## config.mk

```make
export PLATFORM = sky130hd
export DESIGN_NAME = multicycle_control
export DESIGN_NICKNAME = d
export VERILOG_FILES = /design/src/rtl/multicycle_control.sv
export SDC_FILE = /design/constraint.sdc
export NUM_CORES = 1
export LEC_CHECK = 0
export BUFFER_PORTS_ARGS = -buffer_cell sky130_fd_sc_hd__clkbuf_2
export CELL_PAD_IN_SITES_DETAIL_PLACEMENT = 0
export CELL_PAD_IN_SITES_GLOBAL_PLACEMENT = 2
export CORE_ASPECT_RATIO = 0.5
export CORE_MARGIN = 5
export CORE_UTILIZATION = 35
export DETAILED_ROUTE_END_ITERATION = 7
export PLACE_DENSITY_LB_ADDON = 0.1
export SLEW_MARGIN = 15
export SYNTH_ARGS = -nofsm -noshare
export SYNTH_HDL_FRONTEND = slang
export SYNTH_SLANG_ARGS = --single-unit
```

## constraint.sdc

```tcl
create_clock -name clk -period 3.18 [get_ports clk]
set_input_delay 0.159 -clock clk [delete_from_list [all_inputs] [get_ports clk]]
set_output_delay 0.159 -clock clk [all_outputs]
set_load 0.005 [all_outputs]
```

## src/rtl/multicycle_control.sv

```systemverilog
// Multicycle sequencer for the RV datapath.
// Walks FETCH/DECODE/EXECUTE/MEMORY/WRITEBACK, handshakes with instruction
// and data memories, issues PC/IR/register/memory strobes, counts retired
// instructions and traps illegal formats or memory timeouts into ERROR.
// The decoder's `type` field arrives on instr_type because `type` is a
// reserved word in SystemVerilog.
module multicycle_control #(
   parameter int CNT_WIDTH = 16,
   parameter int TIMEOUT   = 15
) (
   input  logic                 clk,
   input  logic                 reset,
   input  logic                 start,
   input  logic                 stop_req,
   input  logic [2:0]           instr_type,
   input  logic                 branch_taken,
   input  logic                 imem_ack,
   input  logic                 dmem_ack,
   output logic [3:0]           state,
   output logic                 imem_req,
   output logic                 dmem_req,
   output logic                 dmem_we,
   output logic                 ir_write,
   output logic                 pc_write,
   output logic                 pc_src,
   output logic                 reg_write,
   output logic                 busy,
   output logic                 err,
   output logic [CNT_WIDTH-1:0] retired
);

   localparam logic [3:0] S_IDLE      = 4'b1000;
   localparam logic [3:0] S_FETCH     = 4'b0000;
   localparam logic [3:0] S_DECODE    = 4'b0001;
   localparam logic [3:0] S_EXECUTE   = 4'b0010;
   localparam logic [3:0] S_MEMORY    = 4'b0011;
   localparam logic [3:0] S_WRITEBACK = 4'b0100;
   localparam logic [3:0] S_ERROR     = 4'b1110;

   localparam logic [2:0] T_LOAD   = 3'b000;
   localparam logic [2:0] T_IALU   = 3'b001;
   localparam logic [2:0] T_STORE  = 3'b010;
   localparam logic [2:0] T_R      = 3'b011;
   localparam logic [2:0] T_BRANCH = 3'b110;

   // The wait counter only ever holds 0..TIMEOUT-1; reaching the last value
   // with the ack still low is the timeout.
   localparam int              WAIT_W    = (TIMEOUT > 1) ? $clog2(TIMEOUT) : 1;
   localparam logic [WAIT_W-1:0] WAIT_LAST = WAIT_W'(TIMEOUT - 1);

   logic [3:0]        state_next;
   logic              retire;
   logic              wait_inc;
   logic              stop_pend;
   logic              mem_store;
   logic [WAIT_W-1:0] wait_cnt;

   // Next-state and strobe decode from the registered state and live inputs
   always_comb begin
      state_next = state;
      imem_req   = 1'b0;
      dmem_req   = 1'b0;
      dmem_we    = 1'b0;
      ir_write   = 1'b0;
      pc_write   = 1'b0;
      pc_src     = 1'b0;
      reg_write  = 1'b0;
      retire     = 1'b0;
      wait_inc   = 1'b0;
      case (state)
         S_IDLE: begin
            if (start) state_next = S_FETCH;
         end
         S_FETCH: begin
            imem_req = 1'b1;
            if (imem_ack) begin
               ir_write   = 1'b1;
               state_next = S_DECODE;
            end else if (wait_cnt == WAIT_LAST) begin
               state_next = S_ERROR;
            end else begin
               wait_inc = 1'b1;
            end
         end
         S_DECODE: begin
            state_next = S_EXECUTE;
         end
         S_EXECUTE: begin
            case (instr_type)
               T_R, T_IALU:     state_next = S_WRITEBACK;
               T_LOAD, T_STORE: state_next = S_MEMORY;
               T_BRANCH: begin
                  pc_write = 1'b1;
                  pc_src   = branch_taken;
                  retire   = 1'b1;
               end
               default:         state_next = S_ERROR;
            endcase
         end
         S_MEMORY: begin
            dmem_req = 1'b1;
            dmem_we  = mem_store;
            if (dmem_ack) begin
               if (mem_store) begin
                  pc_write = 1'b1;
                  retire   = 1'b1;
               end else begin
                  state_next = S_WRITEBACK;
               end
            end else if (wait_cnt == WAIT_LAST) begin
               state_next = S_ERROR;
            end else begin
               wait_inc = 1'b1;
            end
         end
         S_WRITEBACK: begin
            reg_write = 1'b1;
            pc_write  = 1'b1;
            retire    = 1'b1;
         end
         S_ERROR: begin
            state_next = S_ERROR;
         end
         default: begin
            state_next = S_ERROR;
         end
      endcase
      // A stop requested in the retiring cycle itself still counts
      if (retire) state_next = (stop_pend || stop_req) ? S_IDLE : S_FETCH;
   end

   assign busy = (state != S_IDLE) && (state != S_ERROR);

   // State register, retired counter and sticky error flag
   always_ff @(posedge clk or posedge reset) begin
      if (reset) begin
         state   <= S_IDLE;
         retired <= '0;
         err     <= 1'b0;
      end else begin
         state <= state_next;
         if (retire) retired <= retired + 1'b1;
         if (state_next == S_ERROR) err <= 1'b1;
      end
   end

   // Pending-stop flag: armed by stop_req while running, or together with start in IDLE
   always_ff @(posedge clk or posedge reset) begin
      if (reset) begin
         stop_pend <= 1'b0;
      end else if (state == S_IDLE) begin
         stop_pend <= start && stop_req;
      end else if (retire) begin
         stop_pend <= 1'b0;
      end else if (stop_req) begin
         stop_pend <= 1'b1;
      end
   end

   // Ack wait counter, cleared whenever the state changes so each FETCH/MEMORY visit starts at zero
   always_ff @(posedge clk or posedge reset) begin
      if (reset) begin
         wait_cnt <= '0;
      end else if (state_next != state) begin
         wait_cnt <= '0;
      end else if (wait_inc) begin
         wait_cnt <= wait_cnt + 1'b1;
      end
   end

   // Remember load vs store when leaving EXECUTE so MEMORY does not depend on the decoder holding type
   always_ff @(posedge clk or posedge reset) begin
      if (reset) begin
         mem_store <= 1'b0;
      end else if (state == S_EXECUTE) begin
         mem_store <= (instr_type == T_STORE);
      end
   end

endmodule
```

# Word-level counts from Yosys, hierarchy flattened
# Index checks and enable logic that the tools add are counted.
word_totals:
  elab_cells: 61
  out_inout_bits: 29
  reg_bits: 27
  input_bits: 10
op_classes:
  addsub: 2
  eq_ne: 14
  muxes: 30
  n_reduce_logical: 9
op_table:
  columns: ["operator", "n"]
  rows:
  - ["two-way mux 4 bit", 9]
  - ["one-hot mux 4 bit (6 select lines)", 1]
  - ["two-way mux 1 bit", 17]
  - ["adder 16 x 1 -> 16 bit, second input constant", 1]
  - ["equality test 4 bit, second input constant", 3]
  - ["one-hot mux 4 bit (3 select lines)", 1]
  - ["equality test 4 x 2 -> 1 bit, second input constant", 2]
  - ["!= test 4 bit, second input constant", 2]
  - ["equality test 3 x 2 -> 1 bit, second input constant", 2]
  - ["adder 4 x 1 -> 4 bit, second input constant", 1]
  - ["equality test 4 x 1 -> 1 bit, second input constant", 1]
  - ["equality test 4 x 3 -> 1 bit, second input constant", 1]
  - ["logical NOT 4 bit", 1]
  - ["!= test 4 bit", 1]
  - ["OR reduction 2 bit", 2]
  - ["equality test 3 x 1 -> 1 bit, second input constant", 1]
  - ["equality test 3 bit, second input constant", 1]
  - ["logical NOT 3 bit", 1]
  - ["one-hot mux 1 bit (3 select lines)", 1]
  - ["nonzero test 3 bit", 1]
  - ["logical AND 1 bit", 2]
  - ["one-hot mux 1 bit (2 select lines)", 1]
  - ["nonzero test 2 bit", 1]
  - ["logical OR 1 bit", 1]

# Longest topological paths before layout
# Gate-level depths: netlist (run 1).
logic_depth:
  ltp_word: 7
  mapped_depth: 7
  depth_no_buf: 7

# Worst setup path after synthesis (run 1)
# No wires, ideal clock.
synth_timing:
  path_type: "reg2reg"
  from: "register state[0]"
  to: "register wait_cnt[0]"
  n_path_buf: 1
  required_time_ns: 3.049
  synth_period_minus_slack_ns: 1.925
  arrival_ns: 1.794
  path_stages_with_launch: 7
  setup_ns: 0.131
  setup_slack_ns: 1.255
  path_cell_list: "dfrtp_1 -> buf_6 -> or4b_4 -> nor3b_4 -> nor2_2 -> a221oi_4 -> nor3_1"
synth_via:
  elab_chain_len: 6
  elab_cells_between_ends: 19
  classes_between: "6 x eq/ne; 11 x mux; 2 x reduce/logical"
synth_rtl:
  columns: ["element", "line", "text"]
  rows:
  - ["from (decl)", "19", "output logic [3:0] state,"]
  - ["from (signal assigned)", "141", "state <= state_next;"]
  - ["two-way mux 4 bit (on tied branches)", "79, 110, 104", null]
  - ["two-way mux 4 bit (on tied branches)", "103, 76", null]
  - ["one-hot mux 4 bit (6 select lines)", "70", "case (state)"]
  - ["two-way mux 4 bit", "129", "if (retire) state_next = (stop_pend || stop_req) ? S_IDLE : S_FETCH;"]
  - ["!= test 4 bit", "164", "end else if (state_next != state) begin"]
  - ["two-way mux 4 bit / nonzero test 2 bit (equally long branches)", null, null]
  - ["to (signal assigned)", "167", "wait_cnt <= wait_cnt + 1'b1;"]
  - ["to (decl)", "56", "logic [WAIT_W-1:0] wait_cnt;"]
# Parallel ways exist; a longest one is shown, timed or not.
# A chain may end at the register's enable or synchronous reset.

# Final worst setup path (run 1)
layout_timing:
  from: "register state[1]"
  to: "register retired[13]"
layout_via:
  elab_chain_len: 2
  elab_cells_between_ends: 4
  classes_between: "3 x eq/ne; 1 x mux"
layout_rtl:
  columns: ["element", "line", "text"]
  rows:
  - ["equality test 4 x 3 -> 1 bit / equality test 4 x 2 -> 1 bit (equally long branches)", "70", null]
  - ["one-hot mux 1 bit (3 select lines) *", "70", null]
  - ["to (signal assigned)", "142", "if (retire) retired <= retired + 1'b1;"]
  - ["to (decl)", "29", "output logic [CNT_WIDTH-1:0] retired"]
# Mark *: on every way between the ends. The rest lies on a longest branch, timed or not.

==> metrics, run 1 <==
Root Buffer=clkbuf_8; clock sink total=27; DRC viols=0; post-synth cell types=52; Final Cell Area=0.00199 mm^2; DP Area=0.00194 mm^2; final setup margin=0.682 ns; Final GP Congestion=0.769; Hold Buf Count CTS=0; # diodes=0; Setup crit start kind=register; die area=0.00646 mm^2; antenna viol nets, final=0; Finished Layout Cells=279; # H-tree levels=1; Final Cycle Share=78.5%; EDFF count, synth=0; failing checks=hold timing; WHS=-0.0455 ns; LEAKAGE=0.921 nW; worst-skew pair later-pin latency=0.28 ns; Die Wd=109 um; clk_skew=0.00959 ns; status=complete, but fails checks; Synthesized Nets=192; Critical Path End Type=register; fraction of layout instances using a drive strength above 1=25.8%; synth warn=0; minimum clock period after layout=2.50 ns; max-cap viol count=0; final setup TNS=0 ns; Die H=59.4 um; worst vdd ir=0.172 mV; Relative slew margins=34.1%; post_cts resized=0; synthesis-stage register bit count=27; CP Class=reg2reg; min-delay worst type=in2async; vias per cell=5.14; clock tree from TritonCTS=yes; PnR Total Power=0.579 mW; P&R area growth vs syn=16.3%; worst-case reg-to-reg path depth=6; number of I/O port buffers=38; flop2flop setup slack=0.68 ns; Worst-path clk slew=0.10 ns; grt ovf=0; Core Area=0.00455 mm^2; RSZ-0062 raised after global routing=no; Hold Vio Cnt, Final=26; largest net degree at the start of global routing=28; Slew Viols, Final=0; sequential fraction of the synthesis area=39.6%; pre-CTS WS=0.714 ns; Mapped Cells=179; FF-to-FF Start=state[1]; Final Util=43.7%; Async SR Flop Fraction=100%; main flop type after synthesis=dfrtp_1; drt wl/cell=14.4 um; Post-CTS Setup Repair Bufs=0; Worst Path Arrival=2.70 ns; cell area after synthesis=0.00171 mm^2; cts bufs inserted=3; hpwl dp=3070 um; Slew @ Worst Pin=0.983 ns; Pwr per Cell Area=291 mW/mm^2; layout net count=227; deepest clock path buffer count=2; number of global-route vias before repair=1,363; Setup Viol. Count Final=0; antenna violations before repair=0; f_max=400 MHz; drt pass-1 iters=4; Routed Wire Length=4020 um; IO Pins=39; first-pass GRT wire length=6820 um; Global Route Usage Sum=13.3%; Starting Density=37.5%; Syn Area/Cell=9.54 um^2; Iter 0 DRT Violations=31; via count=1,434; Reg2Reg Capture Point=retired[13]; crit-path max FO=20; # rows=17; CP required=3.38 ns; placed insts=275
[Yosys cell counts, types with 3 or more instances]
cell type / number / share of area (%)
dfrtp_1: 26 / 38
nand2_1: 15 / 3.3
nor2_1: 14 / 3.1
xnor2_1: 12 / 6.2
nor3_1: 11 / 3.2
and3_1: 8 / 2.9
nand4_1: 8 / 2.9
a21oi_1: 5 / 1.5
inv_1: 5 / 1.1
nand3_1: 5 / 1.5
xor2_1: 5 / 2.6
buf_2: 4 / 1.2
o21ai_0: 4 / 1.2
and2_1: 3 / 1.1
and4_1: 3 / 1.5
ha_1: 3 / 2.2
nor2b_1: 3 / 1.1
o211ai_1: 3 / 1.3
[kinds of logic after synthesis]
kind of cell / count (synthesis) / share of synthesized area (%)
xor gates and xnor gates: 17 / 8.72
buffers and inverters: 14 / 3.81
adders and majority gates: 3 / 2.20
AOI/OAI and AO/OA: 30 / 13.7
DFF: 27 / 39.6
and+or+nand+nor: 87 / 31.4
muxes: 1 / 0.586
[layout make-up]
| class | count | area, um^2 |
|---|---|---|
| well taps | 66 | 82.6 |
| fillers | 483 | 2560 |
| repair buffers | 38 | 190 |
| multi-input cells | 138 | 966 |
| clock inverters | 1 | 7.51 |
| inverters | 6 | 22.5 |
| flip-flops and latches | 27 | 677 |
| clock buffers | 3 | 41.3 |
[layout by cell type (no fill, tap or decap), types with 2 or more instances in the layout]
cell / netlist / routed
clkbuf_8: 0 / 3
a211o_1: 2 / 2
xor2_1: 5 / 5
nor3_1: 11 / 11
o21ai_0: 4 / 4
ha_1: 3 / 3
o21a_1: 2 / 2
o31ai_1: 2 / 2
dfrtp_1: 26 / 26
nand3b_1: 2 / 2
o211ai_1: 3 / 3
nor4b_2: 2 / 2
nand4b_1: 2 / 2
and2_1: 3 / 3
clkbuf_2: 0 / 38
a21oi_1: 5 / 5
nand2_1: 15 / 15
a211oi_1: 2 / 2
and3_1: 8 / 8
nand4_1: 8 / 8
nor2b_1: 3 / 3
xnor2_1: 12 / 12
nor2_1: 14 / 14
nand3_1: 5 / 5
and4_1: 3 / 3
inv_1: 5 / 4
[registers in the layout (all words and copies together) (netlist names)]
register and cells:
wait_cnt 4, stop_pend 1, state 4, err 1, mem_store 1, retired 16
[power breakdown]
group          internal, mW  switching, mW
combinational        0.0105         0.0168
clock                0.0890          0.114
sequential            0.345        0.00353
total                 0.445          0.134
[how the worst max path moves through the flow]
stage	from	end	slack (ns)	cells after the start
2_1_floorplan	state[0]	wait_cnt[0]	1.26	6
3_3_place_gp	state[1]	retired[9]	0.85	6
3_5_place_dp	state[1]	retired[13]	0.71	6
4_1_cts	state[1]	retired[13]	0.67	6
5_1_grt	state[1]	retired[13]	0.45	6
6_report	state[1]	retired[13]	0.68	6
[worst max-delay path, stage by stage (launching register included)]
cell	delay (ns)
dfrtp_1	0.77
nor3b_1	0.53
a221oi_2	0.22
inv_2	0.24
nand4_1	0.29
nor2_1	0.21
xor2_1	0.17
[layer usage]
| layer | track usage, % | up-vias | routed length (um) |
|---|---|---|---|
| li1 | - | 724 | - |
| met1 | 19.4 | 674 | 2150 |
| met2 | 19.8 | 34 | 1630 |
| met3 | 3.92 | 2 | 222 |
| met4 | 2.16 | 0 | 19 |
| met5 | 0 | - | 0 |
Power figures use the tool's default switching activity.
==> run 2, diff against run 1 <==
--- a/config.mk
+++ b/config.mk
@@ -10,7 +10,7 @@
 export CELL_PAD_IN_SITES_GLOBAL_PLACEMENT = 2
 export CORE_ASPECT_RATIO = 0.5
 export CORE_MARGIN = 5
-export CORE_UTILIZATION = 35
+export CORE_UTILIZATION = 32
 export DETAILED_ROUTE_END_ITERATION = 7
 export PLACE_DENSITY_LB_ADDON = 0.1
 export SLEW_MARGIN = 15
==> constraint.sdc (replaced) <==
create_clock -name clk -period 2.4 [get_ports clk]
set_input_delay 0.12 -clock clk [delete_from_list [all_inputs] [get_ports clk]]
set_output_delay 0.12 -clock clk [all_outputs]
set_load 0.005 [all_outputs]
==> run 2 against run 1 <==
Flip-flop and latch count stayed put; clock-buffer cell count stayed put; worst setup slack worse by 0.43 ns; critical path depth is 1 lower; largest power group unchanged; global-route usage is 0.077 points higher; non-clock buffer count is 13 higher; the run now ends clean; sequential power is 32% higher; register-to-register slack worse by 0.43 ns; first-iteration DRC count is 120% higher; highest routed layer unchanged; clock skew is 0.0078 ns lower.
==> metrics, run 2 (same netlist as run 1, synthesis figures left out) <==
status=finished, final reports clean; clock sink total=27 (unchanged); layout net count=240 (+5.7%); Worst Path Arrival=2.03 ns (-0.67 ns); CP required=2.28 ns (-1.10 ns); Core Area=0.00504 mm^2 (+11%); LEAKAGE=0.986 nW (+7.0%); CP Class=reg2out; RSZ-0062 raised after global routing=no; Starting Density=33.9% (-3.7 points); final setup margin=0.248 ns (-0.434 ns); post_cts resized=0 (unchanged); Pwr per Cell Area=372 mW/mm^2 (+28%); vias per cell=5.05 (-1.8%); worst-skew pair later-pin latency=0.28 ns (about the same); min-delay worst type=in2reg; P&R area growth vs syn=22.5%; Slew Viols, Final=0 (unchanged); crit-path cells=and3_1 > a221oi_2 > inv_2 > buf_4 > clkbuf_2; Reg2Reg Capture Point=wait_cnt[2]; slowest stage cell on the critical path=dfrtp_1; Finished Layout Cells=296 (+6.1%); FILL cells=530 (+9.7%); crit-path max FO=13 (-35%); fraction of layout instances using a drive strength above 1=29.6% (+3.8 points); Relative slew margins=65.1% (+31 points); max-cap viol count=0 (unchanged); drt pass-1 iters=4 (unchanged); Final GP Congestion=0.804 (+4.5%); drt wl/cell=14.8 um (+2.9%); hold depth=3; most common cell after layout, fill and taps aside=clkbuf_2; placed insts=291 (+5.8%); Die H=61.7 um (+3.8%); pre-CTS WS=0.287 ns (-0.427 ns); Worst-path clk slew=0.10 ns (about the same); grt ovf=0 (unchanged); f_max=465 MHz; Hold Crit Start=instr_type[1]; max reg flops=16 (unchanged); Slew @ Worst Pin=0.523 ns (-0.460 ns); FF-to-FF Start=state[0]; final setup TNS=0 ns (unchanged); # rows=18 (+1); die area=0.00699 mm^2 (+8.1%); # H-tree levels=1 (unchanged); Critical Path End Type=output port; worst vdd ir=0.188 mV (+9.3%); Final Cycle Share=89.6%; deepest clock path buffer count=2 (unchanged); flop2flop setup slack=0.25 ns (-0.43 ns); area occupied by multi-input gates=966 um^2 (unchanged); Post-CTS Setup Repair Bufs=0 (unchanged); Iter 0 DRT Violations=67 (+120%); Setup Viol. Count Final=0 (unchanged); Setup crit start=state[0]; Routed Wire Length=4390 um (+9.2%); storage element area=677 um^2 (unchanged); Hold Vio Cnt, Final=0 (-100%); number of I/O port buffers=38 (unchanged); Top Registers=retired: 16 flops, state: 4 flops, wait_cnt: 4 flops; most frequent cells in the layout=38 x clkbuf_2, 26 x dfrtp_1, 15 x nand2_1; clock tree from TritonCTS=yes; IO Pins=39 (unchanged); Global Route Usage Sum=13.4% (+0.077 points); # diodes=0 (unchanged); worst-case reg-to-reg path depth=5 (-1); DRC viols=0 (unchanged); Die Wd=113 um (+4.2%); cts bufs inserted=3 (unchanged); slowest stage delay, CP=0.55 ns (-0.22 ns); Worst setup endpoint=pc_write; Setup crit start kind=register; number of global-route vias before repair=1,421 (+4.3%); most flop-heavy register=retired; clk_skew=0.00183 ns (-0.00776 ns); antenna viol nets, final=0 (unchanged); largest net degree at the start of global routing=28 (unchanged); antenna violations before repair=0 (unchanged); hpwl dp=3340 um (+8.6%); via count=1,494 (+4.2%); PnR Total Power=0.778 mW (+34%); Final Util=41.5% (-2.2 points); minimum clock period after layout=2.15 ns; first-pass GRT wire length=7360 um (+7.9%); Root Buffer=clkbuf_8
-- run 2: metrics by stage --
step	hold slack (ns)	instance area [um^2]
6_report	0.107	2090
5_1_grt	0.106	2090
4_1_cts	0.103	2090
3_5_place_dp	0.188	2030
3_3_place_gp	0.193	2030
2_1_floorplan	0.172	1710
-- run 2: where the power goes --
group | switching, mW | total [mW] | internal, mW
logic | 0.0238 | 0.0399 | 0.0161
clock network | 0.158 | 0.276 | 0.118
registers | 0.00452 | 0.462 | 0.458
-- run 2: routing by layer --
metal / track usage, % / up-vias / share of wire (%)
li1: - / 744 / -
met1: 19.4 / 697 / 52
met2: 21.0 / 51 / 41
met3: 3.14 / 2 / 6.6
met4: 2.05 / 0 / 0.43
met5: 0 / - / 0
-- run 2: layout make-up --
type / instances / share of cell area, %
timing repair buffer: 51 / 13.9
multi-input combinational: 138 / 46.2
tap: 70 / 4.19
inverter: 6 / 1.08
sequential: 27 / 32.4
clock buffer: 3 / 1.97
clock inverter: 1 / 0.359
-- run 2: worst min-delay path by stage --
stage | end | slack [ns]
4_1_cts | mem_store | 0.10
5_1_grt | mem_store | 0.11
6_report | mem_store | 0.11
2_1_floorplan | err | 0.17
3_5_place_dp | retired[8] | 0.19
3_3_place_gp | retired[9] | 0.19
-- run 2: critical path, delay by kind of cell, from the launching register on --
family	cells	cell delay, ns
DFF	1	0.55
AOI/OAI and AO/OA	1	0.51
and+or+nand+nor	1	0.28
buffers and inverters	3	0.41
-- run 2: what timing repair did --
item / 4_1_cts / 5_1_grt
hold buffers: 1 / 0
endpoints found under the hold margin: 26 / 0
setup endpoints to repair: 0 / 0
==> run 3, diff against run 2 <==
--- a/config.mk
+++ b/config.mk
@@ -5,7 +5,7 @@
 export SDC_FILE = /design/constraint.sdc
 export NUM_CORES = 1
 export LEC_CHECK = 0
-export BUFFER_PORTS_ARGS = -buffer_cell sky130_fd_sc_hd__clkbuf_2
+export BUFFER_PORTS_ARGS = -buffer_cell sky130_fd_sc_hd__buf_4
 export CELL_PAD_IN_SITES_DETAIL_PLACEMENT = 0
 export CELL_PAD_IN_SITES_GLOBAL_PLACEMENT = 2
 export CORE_ASPECT_RATIO = 0.5
==> run 3 against run 2 <==
Via count rose by 1.2%; critical path depth rose by 1; cell area rose by 4.5%; non-clock buffer count did not move; die area did not move; core utilization rose by 1.9 points; clock power fell by 2%; fmax rose by 0.44%; clock-buffer cell count did not move; first-iteration DRC count fell by 6.0%; total power barely moved; hold slack got worse by 0.0011 ns; critical path type is now reg2reg; critical endpoint is now wait_cnt[0]; largest cell class unchanged.
==> metrics, run 3 (same netlist as run 1, synthesis figures left out) <==
drt wl/cell=14.7 um (-1.1%); largest net degree at the start of global routing=28 (unchanged); clk_skew=0.00279 ns (+0.000969 ns); CP required=2.56 ns (+0.28 ns); fraction of layout instances using a drive strength above 1=29.6% (unchanged); Core Area=0.00504 mm^2 (unchanged); Routed Wire Length=4350 um (-1.1%); Die H=61.7 um (unchanged); layout net count=240 (unchanged); PnR Total Power=0.778 mW (about the same); Final Cycle Share=89.3% (-0.39 points); deepest clock path buffer count=2 (unchanged); max-cap viol count=0 (unchanged); Setup Viol. Count Final=0 (unchanged); drt pass-1 iters=4 (unchanged); RSZ-0062 raised after global routing=no; via count=1,512 (+1.2%); vias per cell=5.11 (+1.2%); # diodes=0 (unchanged); worst-skew pair later-pin latency=0.27 ns (about the same); grt ovf=0 (unchanged); clock tree from TritonCTS=yes; most flop-heavy register=retired; max reg flops=16 (unchanged); worst vdd ir=0.254 mV (+35%); Post-CTS Setup Repair Bufs=0 (unchanged); number of global-route vias before repair=1,462 (+2.9%); Iter 0 DRT Violations=63 (-6.0%); status=finished, final reports clean; Global Route Usage Sum=13.7% (+0.31 points); Clk pwr share=34.8% (-0.7 points); first-pass GRT wire length=7550 um (+2.6%); Die Wd=113 um (unchanged); Hold Vio Cnt, Final=0 (unchanged); switching pwr=0.181 mW (-2.6%); f_max=467 MHz (+0.44%); FILL cells=516 (-2.6%); number of I/O port buffers=38 (unchanged); sw frac=23.3% (-0.61 points); Worst Path Arrival=2.30 ns (+0.27 ns); Slew Viols, Final=0 (unchanged); DRC viols=0 (unchanged); Hold Path End=mem_store; flop2flop setup slack=0.26 ns (about the same); die area=0.00699 mm^2 (unchanged); # rows=18 (unchanged); hold depth=3 (unchanged); CP Class=reg2reg; sequential share of power=59.4% (about the same); P&R area growth vs syn=28.1%; antenna violations before repair=0 (unchanged); FF-to-FF Start=state[0]; Root Buffer=clkbuf_8; LEAKAGE=1.01 nW (+2.8%); crit-path max FO=15 (+2); Relative slew margins=68.5% (+3.4 points); min-delay worst type=in2reg; antenna viol nets, final=0 (unchanged); Hold Buf Count CTS=1 (unchanged); Final GP Congestion=0.811 (+0.90%); Hold Crit Start=instr_type[1]; Starting Density=33.9% (unchanged); Setup crit start kind=register; # H-tree levels=1 (unchanged); Pwr per Cell Area=356 mW/mm^2 (-4.4%); minimum clock period after layout=2.14 ns (-0.00944 ns); Worst-path clk slew=0.10 ns (about the same); Slew @ Worst Pin=0.473 ns (-0.0503 ns); worst-case reg-to-reg path depth=6 (+1); Top Registers=retired: 16 flops, state: 4 flops, wait_cnt: 4 flops; cts bufs inserted=3 (unchanged); clock sink total=27 (unchanged); most frequent cells in the layout=50 x buf_4, 26 x dfrtp_1, 15 x nand2_1; Critical Path End Type=register; power share of the combinational group=5.8% (+0.7 points); post_cts resized=0 (unchanged); Reg2Reg Capture Point=wait_cnt[0]; IO Pins=39 (unchanged); final setup TNS=0 ns (unchanged); hpwl dp=3370 um (+0.91%); P_int=0.596 mW (+0.74%); most common cell after layout, fill and taps aside=buf_4
[run 3: cell count changes in the layout (fill, tap and decap cells not counted)]
| cell | before | now |
|---|---|---|
| clkbuf_2 | 38 | 0 |
| buf_4 | 12 | 50 |
[run 3: power by group through the flow]
stage / sequential [mW] / combinational, mW / clock (mW)
global route: 0.463 / 0.0515 / 0.307
global placement: 0.471 / 0.0444 / 0
finish: 0.462 / 0.0447 / 0.271
detailed placement: 0.471 / 0.0442 / 0
floorplan: 0.470 / 0.0202 / 0
CTS: 0.462 / 0.0456 / 0.285
[run 3: cell type report]
class	instances	area (um^2)	area share, %
clock buffer	3	41.3	1.89
timing repair buffer	51	385	17.6
sequential	27	677	30.9
inverter	6	22.5	1.03
multi-input combinational	138	966	44.2
clock inverter	1	7.51	0.343
tap	70	87.6	4.00
[run 3: per-layer routing]
| metal | global-route usage (%) | vias up | share of wire, % |
|---|---|---|---|
| met5 | 0 | - | 0 |
| met4 | 2.57 | 0 | 1.2 |
| met3 | 3.93 | 6 | 5.9 |
| met2 | 21.5 | 47 | 41 |
| met1 | 19.3 | 711 | 52 |
| li1 | - | 748 | - |
[run 3: worst max path at each step]
stage / startpoint / endpoint / slack (ns) / depth (start not counted)
6_report: state[0] / wait_cnt[0] / 0.26 / 6
5_1_grt: state[0] / wait_cnt[1] / 0.02 / 6
4_1_cts: state[0] / retired[15] / 0.24 / 6
3_5_place_dp: state[0] / retired[15] / 0.28 / 6
3_3_place_gp: state[0] / wait_cnt[2] / 0.33 / 5
2_1_floorplan: state[0] / wait_cnt[0] / 0.48 / 6
[run 3: critical path, cell delays in order (launching register included)]
cell	delay, ns
dfrtp_1	0.65
buf_4	0.24
nand3b_1	0.13
a211oi_1	0.42
nor2_2	0.15
a221oi_4	0.36
nor3_1	0.09
[run 3: stage by stage]
stage	utilization (%)	instances	hold slack [ns]	setup WS (ns)	cell area (um^2)
finish	43.4	296	0.106	0.258	2190
global route	43.4	296	0.126	0.0213	2190
detailed placement	42.2	291	0.223	0.279	2130
global placement	42.2	291	0.216	0.325	2130
floorplan	-	179	0.172	0.475	1710
CTS	43.4	296	0.110	0.240	2190
